File: src/rtl/ccff_stream_loader.sv
// ccff_stream_loader: serializes parallel configuration words LSB-first onto the
// head of a ccff configuration chain. At the same time it captures the old chain
// contents from ccff_tail and returns them as parallel readback words.
module ccff_stream_loader #(
  parameter int CHAIN_LEN = 12,
  parameter int WORD_W    = 8
) (
  input  logic              prog_clock,
  input  logic              global_reset,
  input  logic              start,
  input  logic              word_valid,
  input  logic [WORD_W-1:0] word_data,
  output logic              word_ready,
  output logic              ccff_head,
  output logic              config_enable,
  input  logic              ccff_tail,
  output logic              rd_valid,
  output logic [WORD_W-1:0] rd_data,
  output logic              busy,
  output logic              done
);

  localparam int TC_W = $clog2(CHAIN_LEN + 1);
  localparam int WB_W = $clog2(WORD_W);

  typedef enum logic [1:0] {
    IDLE,
    WAIT_WORD,
    SHIFT,
    DONE
  } state_t;

  state_t            state;
  logic [TC_W-1:0]   total_cnt;
  logic [WB_W-1:0]   word_bit_cnt;
  logic [WORD_W-1:0] tx_sreg;
  logic [WORD_W-1:0] rx_sreg;
  logic [WORD_W-1:0] rx_next;
  logic              chain_last;
  logic              word_last;

  // Readback word including the tail bit captured at the coming edge, plus
  // last-bit detection. Counters are compared against the final index so the
  // exit decision and the capture of the final bit happen at the same edge.
  always_comb begin
    rx_next               = rx_sreg;
    rx_next[word_bit_cnt] = ccff_tail;
    chain_last            = (total_cnt == TC_W'(CHAIN_LEN - 1));
    word_last             = (word_bit_cnt == WB_W'(WORD_W - 1));
  end

  // Load sequencer: handshake, shift, readback capture and registered outputs.
  always_ff @(posedge prog_clock) begin
    if (global_reset) begin
      state         <= IDLE;
      total_cnt     <= '0;
      word_bit_cnt  <= '0;
      tx_sreg       <= '0;
      rx_sreg       <= '0;
      word_ready    <= 1'b0;
      ccff_head     <= 1'b0;
      config_enable <= 1'b0;
      rd_valid      <= 1'b0;
      rd_data       <= '0;
      busy          <= 1'b0;
      done          <= 1'b0;
    end else begin
      rd_valid <= 1'b0;
      done     <= 1'b0;
      case (state)
        IDLE: begin
          if (start) begin
            state      <= WAIT_WORD;
            total_cnt  <= '0;
            word_ready <= 1'b1;
            busy       <= 1'b1;
          end
        end
        WAIT_WORD: begin
          if (word_valid && word_ready) begin
            state         <= SHIFT;
            tx_sreg       <= word_data;
            rx_sreg       <= '0;
            word_bit_cnt  <= '0;
            ccff_head     <= word_data[0];
            config_enable <= 1'b1;
            word_ready    <= 1'b0;
          end
        end
        SHIFT: begin
          tx_sreg      <= tx_sreg >> 1;
          rx_sreg      <= rx_next;
          word_bit_cnt <= word_bit_cnt + 1'b1;
          total_cnt    <= total_cnt + 1'b1;
          // End of chain wins over end of word, so surplus input bits are never driven.
          if (chain_last) begin
            state         <= DONE;
            config_enable <= 1'b0;
            ccff_head     <= 1'b0;
            rd_valid      <= 1'b1;
            rd_data       <= rx_next;
            done          <= 1'b1;
          end else if (word_last) begin
            state         <= WAIT_WORD;
            config_enable <= 1'b0;
            ccff_head     <= 1'b0;
            word_ready    <= 1'b1;
            rd_valid      <= 1'b1;
            rd_data       <= rx_next;
          end else begin
            ccff_head <= tx_sreg[1];
          end
        end
        DONE: begin
          state <= IDLE;
          busy  <= 1'b0;
        end
        default: begin
          state <= IDLE;
          busy  <= 1'b0;
        end
      endcase
    end
  end

endmodule

File: config.mk
export PLATFORM = sky130hd
export DESIGN_NAME = ccff_stream_loader
export DESIGN_NICKNAME = d
export VERILOG_FILES = /design/src/rtl/ccff_stream_loader.sv
export SDC_FILE = /design/constraint.sdc
export NUM_CORES = 1
export LEC_CHECK = 0
export ABC_AREA = 0
export BUFFER_PORTS_ARGS = -buffer_cell sky130_fd_sc_hd__buf_2
export CORE_MARGIN = 3
export CORE_UTILIZATION = 58
export CTS_BUF_LIST = sky130_fd_sc_hd__clkbuf_4 sky130_fd_sc_hd__clkbuf_8
export DETAILED_ROUTE_END_ITERATION = 16
export GPL_TIMING_DRIVEN = 0
export PLACE_DENSITY = 0.82
export SLEW_MARGIN = 0
export SYNTH_ARGS = -nofsm -noshare
export SYNTH_HDL_FRONTEND = slang
export SYNTH_SLANG_ARGS = --single-unit
File: constraint.sdc
create_clock -name prog_clock -period 1.9 [get_ports prog_clock]
set_input_delay 0.095 -clock prog_clock [delete_from_list [all_inputs] [get_ports prog_clock]]
set_output_delay 0.095 -clock prog_clock [all_outputs]
set_load 0.005 [all_outputs]
==> key figures <==
Synth
  • Sequential fraction of the synthesis area: 41.67%
  • Synth cell types: 39
  • Dominant cells by area after synthesis: dfxtp_1, a2111oi_2, mux2i_1
  • Async S/R FF share, synth: 0%
  • Post-Syn Area: 0.001826 mm²
  • Synth top area share: 41.67%
  • FF+latch count, synth: 38
  • Yosys warns: 0
  • Post-synthesis instance total: between 150 and 200
  • Post-synth top flop: dfxtp_1
  • Mean Syn Cell Area: 9.762 µm²
  • Mapped Nets: 203
  • Largest area contributor in the netlist: dfxtp_1
  • Post-synth EDFFs: 0

STA
  • Final worst slack: 177.5 ps
  • Setup violators final: 0
  • Setup tns final: 0 ps
  • Fmax: approximately 580 MHz
  • Setup Skew: 6.516 ps
  • Tmin final: 1723 ps
  • Actual transition at the worst max-transition pin: just under 500 ps
  • Max-slew headroom: 67.13%
  • Period utilisation layout: 90.66%
  • Max-slew violations: 0
  • Fin. Hold Viols: 0
  • Unrepaired setup endpoints after global routing: no

Clocking
  • Clock Sink Count: 38
  • Clock Latency Late Sink: between 300 and 400 ps
  • TritonCTS clock tree: yes
  • Clk root buf: clkbuf_4
  • CTS HTree Levels: 2
  • Max Buffers Root-to-Sink: 2
  • CTS Buf Count: 5
  • Clk pin slew, worst setup/hold paths: 110 ps

Cells and area
  • Most frequent cells in the layout: dfxtp_1, buf_2, nor2_1, nand2_1, nor3_1
  • Antenna Cells: 0
  • Share of cells above drive strength 1: roughly 28%
  • # fillers: 220
  • Multi-input logic area: 954.7 µm²
  • Final Core Density: 72.86%
  • FF+latch area: 760.7 µm²
  • Final Cell Area: 0.002096 mm²
  • Final nets: 236
  • Commonest non-fill, non-tap cell in the layout: dfxtp_1
  • Area Growth Syn to Fin: 14.80%

Drt
  • Routed Antenna Nets: 0
  • Drt wl/cell: 15.05 µm
  • # DRC: 0
  • Via Count: 1548
  • Detailed Route Iter0 Violations: 108
  • Routed WL: 3958 µm
  • Vias per cell: 5.886
  • Initial DRT Pass Iterations: 6

Setup path
  • Startpoint Class: flip-flop
  • CP Cell Sequence: ha_1 -> ha_1 -> buf_2 -> inv_1 -> a21oi_4 -> a2111oi_2
  • Max incr delay on CP: 390 ps
  • Worst setup EP type: flip-flop
  • Reg-to-reg slack, setup: about 180 ps
  • Crit path kind: flip-flop to flip-flop
  • Bufs and invs on worst path: 2
  • CP dominant cell by count: ha_1
  • Worst path top cell family by delay: compound AO/OA/AOI/OAI gates
  • CP required: between 2000 and 2500 ps
  • CP max FO: 10
  • Worst path slowest cell: a2111oi_2
  • Worst EP arrival: 1970 ps

GRT
  • GRT met2 Usage: 38.04%
  • Vias in the first global route: 1503
  • Met3 usage: 5.225%
  • GRT busiest layer: met2
  • First-pass GRT wire length: 6789 µm
  • Initial antenna violation count: 0
  • Largest net degree at the start of global routing: 12
  • Gr ovfl total: 0
  • GRT Total Usage: 21.65%
  • Met1 GRT Util: 25.40%

Die
  • Die H: 62.10 µm
  • Core area: 0.002877 mm²
  • Placement Rows: 19
  • Initial Utilization: 63.46%
  • Ports: 27
  • Die area: 0.003856 mm²
  • Die X: 62.10 µm

Power
  • Worst vdd ir: approximately 510 µV
  • Power Dens Cells: 718.2 mW/mm²
  • Static leakage: 0.8286 nW

Min path
  • HP Class: input pin to flip-flop

Placement
  • Place WS: 207.4 ps
  • I/O Buffers: 25
  • Final GP Congestion: 0.7947
  • DP Area: 0.002003 mm²
  • Hpwl dp: about 2800 µm

Outcome
  • Outcome: complete, no violations

Run
  • MaxCap Viol Count: 0
[report_power, final]
group | total, mW | internal [mW] | switching (mW)
clock | 0.565 | 0.308 | 0.257
sequential | 0.823 | 0.812 | 0.0107
combinational | 0.117 | 0.0510 | 0.0663
[cells by family after synthesis]
family / synth area share (%)
DFF: 41.67
AOI/OAI and AO/OA: 21.80
and+or+nand+nor: 22.41
buffers and inverters: 6.031
muxes: 6.032
adders and majority gates: 2.056
[metrics by stage]
stage	total power [mW]	std cells	hold slack, ps
after CTS	1.503	263	6.826
after global placement	0.9494	254	339.1
after global routing	1.569	263	6.057
final	1.505	263	7.955
after floorplan	0.9165	187	231.0
after detailed placement	0.9557	254	356.7
[sequential cells by signal, summed over array words and instances (netlist names), 2 cells and up]
register / count
state: 2
rd_data: 8
rx_sreg: 8
word_bit_cnt: 3
total_cnt: 4
tx_sreg: 7
[final timing paths]
path	start	endpoint	cells past startpoint
min reg2reg	rx_sreg[3]	rx_sreg[3]	1
min	word_data[6]	tx_sreg[6]	3
max	word_bit_cnt[0]	rd_data[3]	6
max reg2reg	word_bit_cnt[0]	rd_data[3]	6
[cells in the mapped netlist, types with 2 or more instances]
library cell	number
ha_1	3
nand2_1	14
mux2i_1	11
a22o_1	2
a311oi_1	8
clkbuf_1	4
nand3b_1	5
nor2b_1	4
buf_2	6
dfxtp_1	38
buf_6	2
nand2b_1	5
nor3_1	14
inv_1	2
buf_4	4
nor2_1	14
nand3_1	4
o2bb2ai_1	8
a21oi_1	6
a2111oi_2	8
o21bai_1	2
o21ai_0	4
nor3b_2	3
[cell type report]
cell class	count	share of cell area (%)
Buffer	17	4.896
Clock buffer	7	2.507
Clock inverter	1	1.433
Inverter	2	0.3582
Multi-Input combinational cell	130	45.55
Sequential cell	38	36.30
Tap cell	42	2.507
Timing Repair Buffer	26	6.448
[worst min-delay path: cells and delay by family]
family                 cells  cell delay [ps]
buffers and inverters      1               90
AOI/OAI and AO/OA          1               80
and+or+nand+nor            1               50
[timing repair]
action	4_1_cts	5_1_grt
hold buffers	1	0
setup buffers	0	0
hold endpoints to repair	1	0
resized for setup	0	0
[routing by layer]
| metal | vias to the layer above | routed length, µm |
|---|---|---|
| met4 | 0 | 59 |
| met2 | 46 | 1997 |
| met3 | 7 | 209 |
| li1 | 759 | - |
| met5 | - | 0 |
| met1 | 736 | 1691 |
Power figures use the tool's default switching activity.
